==> config.mk <==
export PLATFORM = sky130hd
export DESIGN_NAME = unary_stream_tx
export DESIGN_NICKNAME = d
export VERILOG_FILES = /design/src/rtl/unary_stream_tx.sv
export SDC_FILE = /design/constraint.sdc
export NUM_CORES = 1
export LEC_CHECK = 0
export BUFFER_PORTS_ARGS = -buffer_cell sky130_fd_sc_hd__buf_2
export CAP_MARGIN = 20
export CORE_MARGIN = 1
export CORE_UTILIZATION = 35
export CTS_BUF_LIST = sky130_fd_sc_hd__clkbuf_8
export CTS_CLUSTER_SIZE = 30
export DETAILED_ROUTE_END_ITERATION = 7
export GPL_TIMING_DRIVEN = 0
export SYNTH_ARGS = -nofsm -noshare
export SYNTH_HDL_FRONTEND = slang
export SYNTH_SLANG_ARGS = --single-unit
==> constraint.sdc <==
create_clock -name clk -period 5.05 [get_ports clk]
set_input_delay 0.505 -clock clk [delete_from_list [all_inputs] [get_ports clk]]
set_output_delay 0.505 -clock clk [all_outputs]
set_load 0.005 [all_outputs]
==> src/rtl/unary_stream_tx.sv <==
// Binary-to-unary operand transmitter: streams thermometer-coded A/B frames, then holds the write phase.
// Optional macro UNARY_TX_SAT_EN clamps over-range operands; without it they are rejected with an err pulse.
module unary_stream_tx #(
    parameter int W            = 5,
    parameter int LEN          = 19,
    parameter int WRITE_CYCLES = 20
) (
    input  logic         clk,
    input  logic         rst_n,
    input  logic         in_valid,
    output logic         in_ready,
    input  logic [W-1:0] a_val,
    input  logic [W-1:0] b_val,
    output logic         A,
    output logic         B,
    output logic         en,
    output logic         read_or_write,
    output logic         busy,
    output logic         done,
    output logic         err
);
    localparam int MAXC = (LEN > WRITE_CYCLES) ? LEN : WRITE_CYCLES;
    localparam int CW   = $clog2(MAXC + 1);
    localparam int XW   = (CW > W) ? CW : W;

    localparam logic [W-1:0]  LEN_V       = W'(LEN);
    localparam logic [CW-1:0] STREAM_LAST = CW'(LEN - 1);
    localparam logic [CW-1:0] WRITE_LAST  = CW'(WRITE_CYCLES - 1);

    typedef enum logic [1:0] {
        IDLE   = 2'd0,
        STREAM = 2'd1,
        WRITE  = 2'd2
    } state_t;

    state_t        state_q, state_d;
    logic [CW-1:0] cnt_q, cnt_d;
    logic [W-1:0]  a_q, a_d;
    logic [W-1:0]  b_q, b_d;
    logic          stream_a_q, stream_a_d;
    logic          stream_b_q, stream_b_d;
    logic          en_q, en_d;
    logic          rw_q, rw_d;
    logic          busy_q, busy_d;
    logic          done_q, done_d;
`ifdef UNARY_TX_SAT_EN
`else
    logic          err_q, err_d;
`endif

    always_comb begin
        // NOTE: every _d signal gets a default first, so no path through this block can infer a latch.
        state_d = state_q;
        cnt_d   = cnt_q;
        a_d     = a_q;
        b_d     = b_q;
        done_d  = 1'b0;
`ifdef UNARY_TX_SAT_EN
`else
        err_d   = 1'b0;
`endif

        case (state_q)
            IDLE: begin
                if (in_valid) begin
`ifdef UNARY_TX_SAT_EN
                    a_d     = (a_val > LEN_V) ? LEN_V : a_val;
                    b_d     = (b_val > LEN_V) ? LEN_V : b_val;
                    state_d = STREAM;
                    cnt_d   = '0;
`else
                    // Over-range pairs are consumed but never started.
                    if ((a_val > LEN_V) || (b_val > LEN_V)) begin
                        err_d = 1'b1;
                    end else begin
                        a_d     = a_val;
                        b_d     = b_val;
                        state_d = STREAM;
                        cnt_d   = '0;
                    end
`endif
                end
            end
            STREAM: begin
                if (cnt_q == STREAM_LAST) begin
                    state_d = WRITE;
                    cnt_d   = '0;
                end else begin
                    cnt_d = cnt_q + 1'b1;
                end
            end
            WRITE: begin
                if (cnt_q == WRITE_LAST) begin
                    state_d = IDLE;
                    cnt_d   = '0;
                    done_d  = 1'b1;
                end else begin
                    cnt_d = cnt_q + 1'b1;
                end
            end
            default: begin
                state_d = IDLE;
                cnt_d   = '0;
            end
        endcase

        // Outputs are computed from the next state so they line up with it once registered.
        stream_a_d = (state_d == STREAM) && (XW'(cnt_d) < XW'(a_d));
        stream_b_d = (state_d == STREAM) && (XW'(cnt_d) < XW'(b_d));
        en_d       = (state_d != IDLE);
        rw_d       = (state_d == WRITE);
        busy_d     = (state_d != IDLE);
    end

    always_ff @(posedge clk or negedge rst_n) begin
        // NOTE: non-blocking assignments here so every register samples the pre-edge values.
        if (!rst_n) begin
            state_q    <= IDLE;
            cnt_q      <= '0;
            a_q        <= '0;
            b_q        <= '0;
            stream_a_q <= 1'b0;
            stream_b_q <= 1'b0;
            en_q       <= 1'b0;
            rw_q       <= 1'b0;
            busy_q     <= 1'b0;
            done_q     <= 1'b0;
`ifdef UNARY_TX_SAT_EN
`else
            err_q      <= 1'b0;
`endif
        end else begin
            state_q    <= state_d;
            cnt_q      <= cnt_d;
            a_q        <= a_d;
            b_q        <= b_d;
            stream_a_q <= stream_a_d;
            stream_b_q <= stream_b_d;
            en_q       <= en_d;
            rw_q       <= rw_d;
            busy_q     <= busy_d;
            done_q     <= done_d;
`ifdef UNARY_TX_SAT_EN
`else
            err_q      <= err_d;
`endif
        end
    end

    assign in_ready      = (state_q == IDLE);
    assign A             = stream_a_q;
    assign B             = stream_b_q;
    assign en            = en_q;
    assign read_or_write = rw_q;
    assign busy          = busy_q;
    assign done          = done_q;
`ifdef UNARY_TX_SAT_EN
    assign err           = 1'b0;
`else
    assign err           = err_q;
`endif

endmodule

Word level (Yosys, flattened, before mapping). Index checks and enable logic that the tools add are counted.

Eq/ne operators: 6. Reduce and logical (&&, ||, !) cells: 5. Add/subtract/negate cells: 1. $lt $le $gt $ge: 4. Mux-type cells: 21.

Operator list (number): two-way mux 5 bit (10); one-hot mux 5 bit (3 select lines) (1); == test 5 bit, second input constant (2); > comparator 5 bit, second input constant (2); less-than comparator 5 bit (2); two-way mux 2 bit (4); one-hot mux 2 bit (3 select lines) (1); adder 5 x 1 -> 5 bit, second input constant (1); two-way mux 1 bit (5); == test 2 x 1 -> 1 bit, second input constant (2); == test 2 bit, second input constant (2); logical AND 1 bit (2); zero test 2 bit (1); nonzero test 2 bit (1); logical OR 1 bit (1).

Register bits: 23. Input bits: 13. Word-level logic and storage cells: 47. Output and inout bits: 8.

Depth between registers and ports, before layout.
Word-level depth: 7. Depth in mapped cells: 11. Depth with buffers taken out: 11.

Least setup slack after synthesis. OpenSTA, ideal clock, no wires.

Kind: flip-flop to flip-flop. Start point: register cnt_q[1]. End point: register stream_a_q (netlist: A). Setup time: 111 ps. Arrival: 2341 ps. Setup slack: 2597 ps. Cell stages (with the launch flop): 11. Buffers on the path: 0. Cells stage by stage: dfrtp_1 > ha_1 > nor4bb_1 > o22a_1 > o22ai_1 > a21o_1 > ha_1 > a21o_1 > a21oi_1 > nor2b_1 > a2111oi_2.

Word-level cells in the longest chain between the ends: 5. Elaborated cells between the ends (all ways): 14. Classes of those cells: add/sub (1); order compare (1); eq/ne (3); mux (8); reduce/logical (1).

Ends and longest elaborated chain: start: declaration (RTL line 37) `logic [CW-1:0] cnt_q, cnt_d;`; start signal: assignment (RTL line 134) `cnt_q <= cnt_d;`; adder 5 x 1 -> 5 bit, or another cell as far along (RTL line 89, 98); two-way mux 5 bit, on equally long branches (RTL line 93, 85); one-hot mux 5 bit (3 select lines) (*) (RTL line 63) `case (state_q)`; via cnt_d[2] (RTL line 37); less-than comparator 5 bit (*) (RTL line 108) `stream_a_d = (state_d == STREAM) && (XW'(cnt_d) < XW'(a_d));`; logical AND 1 bit (*) (RTL line 108); via stream_a_d (RTL line 40) `logic stream_a_q, stream_a_d;`; end signal: assignment (RTL line 137) `stream_a_q <= stream_a_d;`; end: declaration (RTL line 40).

The timed path passes the listed nets; every way through them passes the cells marked *.

Worst setup path in the final report.
Start point: register cnt_q[0]. End point: register stream_a_q (netlist: A).

The elaborated chain is that of the path after synthesis.

==> impl_metrics.yaml <==
sta:
  finalCriticalPeriod_ns: 2.90
  slew_headroom_pct: 47.3
  finalHoldViolCount: 0
  fin_crit_sh_pct: 57.3
  setup_tns_ns: 0
  rsz0062_at_grt: "false"
  fin_skew_ns: 0.00593
  drv_slew: 0
  setup-violations-final: 0
  tightest_slew_ns: 0.782
  fmax_mhz: 345
clocking:
  cts_tree: "built"
  cts_setup_buffers: 0
  cts_inserted_buffers: 3
  cts_root_buffer: "clkbuf_8"
  hold_buffers: 0
  insertion_delay_ns: 0.27
  clock_sinks: 23
  htreeDepth: 1
  clk_pin_slew_ns: 0.09
  cts_buffer_depth: 2
  post_cts_resized: 0
yosys:
  synth-seq-cells: 23
  synth.avg_cell_area_um2: 11.4
  synth.area.top_cells: "dfrtp_1 45%, ha_1 9.8%, mux2i_1 6.3%"
  synth-edff-count: 0
  syn_area_mm2: 0.00128
  yosys-top-cells-count: "23 x dfrtp_1, 13 x inv_1, 10 x ha_1, 8 x mux2i_1, 6 x o21ai_0"
  yosysMostFrequentCell: "dfrtp_1"
  netlist_instances: 112
  syn_nets: 135
  ys_types: 34
  yosysTopAreaCell: "dfrtp_1"
  yosysWarnings: 0
  yosysSeqAreaShare_pct: 44.9
  async_flop_share_pct: 100
  synth_top_area_share_pct: 44.9
  ys.flop_type: "dfrtp_1"
grt:
  antenna_found_initial: 0
  grt_pass1_vias: 904
  gr-total-overflow: 0
  grt_max_degree: 24
  grt_pass1_wl_mm: 4.15
  grt.total_usage_pct: 13.7
floorplan:
  fp.dieArea_mm2: 0.00391
  floorplan.initialDensity_pct: 37.5
  die_x_um: 62.5
  core_area_mm2: 0.00342
  fp-row-count: 21
  ioPinCount: 21
  dieHeight_um: 62.5
run_status:
  status: "finished, final reports clean"
power:
  power_density_mw_per_mm2: 586
  p_leak_uw: 0.000784
  irDropWorstVdd_v: 0.000254
drt:
  firstDrtPassIters: 4
  remaining_drc_errors: 0
  drt_iter0_markers: 25
  wl_per_cell_um: 13.2
  antenna_left: 0
  vias_per_cell: 5.04
  routed_wl_mm: 2.40
  via_count: 918
setup_path:
  worst_setup_path_start_kind: "flip-flop"
  arrival_ns: 3.05
  cp_max_fo: 6
  cp.required_ns: 5.20
  critPathKind: "flip-flop to flip-flop"
  cp-end-kind: "flip-flop"
place:
  place_congestion: 0.791
  port_buffers: 20
  placed_area_mm2: 0.00144
  place_hpwl_mm: 1.81
finish:
  syn2layout_area_growth_pct: 15.8
  final_cell_area_mm2: 0.00148
  final_nets: 160
  antenna_cells: 0
  drive_gt1_share_pct: 28.7
  num-fill-cells: 340
job:
  drv_cap: 0
hold_path:
  min_path_type: "input pin to async pin"
==> routing by layer <==
layer  track usage [%]  wire, um
met5                 0         0
met2              22.3      1090
met1              17.8      1170
met4              6.10        40
met3              2.19       102
==> cell type report <==
class | count | area, um2 | area share [%]
clock inverter | 1 | 3.75 | 0.253
timing repair buffer | 20 | 100 | 6.75
sequential | 23 | 576 | 38.8
inverter | 13 | 48.8 | 3.29
multi-input combinational | 74 | 638 | 43.0
clock buffer | 3 | 41.3 | 2.78
tap | 46 | 57.6 | 3.88
buffer | 2 | 18.8 | 1.26
==> metrics by stage <==
step / std cells / hold WS, ns / total power [uW] / setup slack [ns] / util, %
floorplan: 112 / 0.209 / 641 / 2.60 / -
global placement: 178 / 0.483 / 739 / 2.27 / 42.1
detailed placement: 178 / 0.484 / 756 / 2.19 / 42.1
CTS: 182 / 0.223 / 875 / 2.16 / 43.4
global route: 182 / 0.246 / 952 / 1.93 / 43.4
finish: 182 / 0.198 / 869 / 2.15 / 43.4
==> placed cells by master, fill, tap and decap left out, types with 2 or more instances in the layout <==
| master | count |
|---|---|
| dfrtp_1 | 23 |
| buf_2 | 20 |
| inv_1 | 14 |
| ha_1 | 10 |
| mux2i_1 | 8 |
| o21ai_0 | 6 |
| nand2_1 | 4 |
| and4_1 | 4 |
| or2_2 | 3 |
| a21o_1 | 3 |
| a31oi_1 | 3 |
| a21oi_1 | 3 |
| clkbuf_8 | 3 |
| o21ai_2 | 2 |
| nor4bb_1 | 2 |
| nand2b_1 | 2 |
| nor3b_1 | 2 |
| nand3_1 | 2 |
| xor2_1 | 2 |
| o211ai_2 | 2 |
| nor2b_1 | 2 |
| a2111oi_2 | 2 |
==> flip-flops by register name, indices dropped and copies added (netlist names) <==
| name | flops |
|---|---|
| b_q | 5 |
| A | 1 |
| a_q | 5 |
| err | 1 |
| busy | 1 |
| read_or_write | 1 |
| cnt_q | 5 |
| B | 1 |
| done | 1 |
| state_q | 2 |
==> where the power goes <==
| part | switching (uW) | internal, uW | total (uW) |
|---|---|---|---|
| Clock | 61.3 | 54.4 | 116 |
| Sequential | 40.9 | 261 | 302 |
| Combinational | 232 | 219 | 451 |
| Total | 335 | 534 | 869 |
==> kinds of logic after synthesis <==
family / after synthesis / synth area share [%]
AND/OR/NAND/NOR: 27 / 15.6
AO/OA/AOI/OAI: 26 / 15.9
flip-flops: 23 / 44.9
buffers and inverters: 15 / 5.27
adder cells (fa/ha/maj): 10 / 9.77
multiplexers: 9 / 7.13
XOR/XNOR: 2 / 1.37
==> critical path, stage by stage, from the launching register on <==
cell and delay [ns]:
dfrtp_1 0.41, ha_1 0.26, nor4bb_1 0.39, o22a_1 0.31, o22ai_1 0.10, a21o_1 0.23
ha_1 0.30, a21o_1 0.18, a21oi_1 0.17, nor2b_1 0.08, a2111oi_2 0.34
==> final timing paths <==
path / startpoint / to / slack (ns) / cells after the start
max: cnt_q[0] / A / 2.15 / 10
min: rst_n / read_or_write / 0.20 / 1
max reg2reg: cnt_q[0] / A / 2.15 / 10
min reg2reg: b_q[4] / b_q[4] / 0.49 / 2
max in group asynchronous: rst_n / state_q[0] / 4.50 / 1
min in group clk: b_val[1] / b_q[1] / 0.48 / 3
No activity file was read; power rests on OpenSTA's default activity.
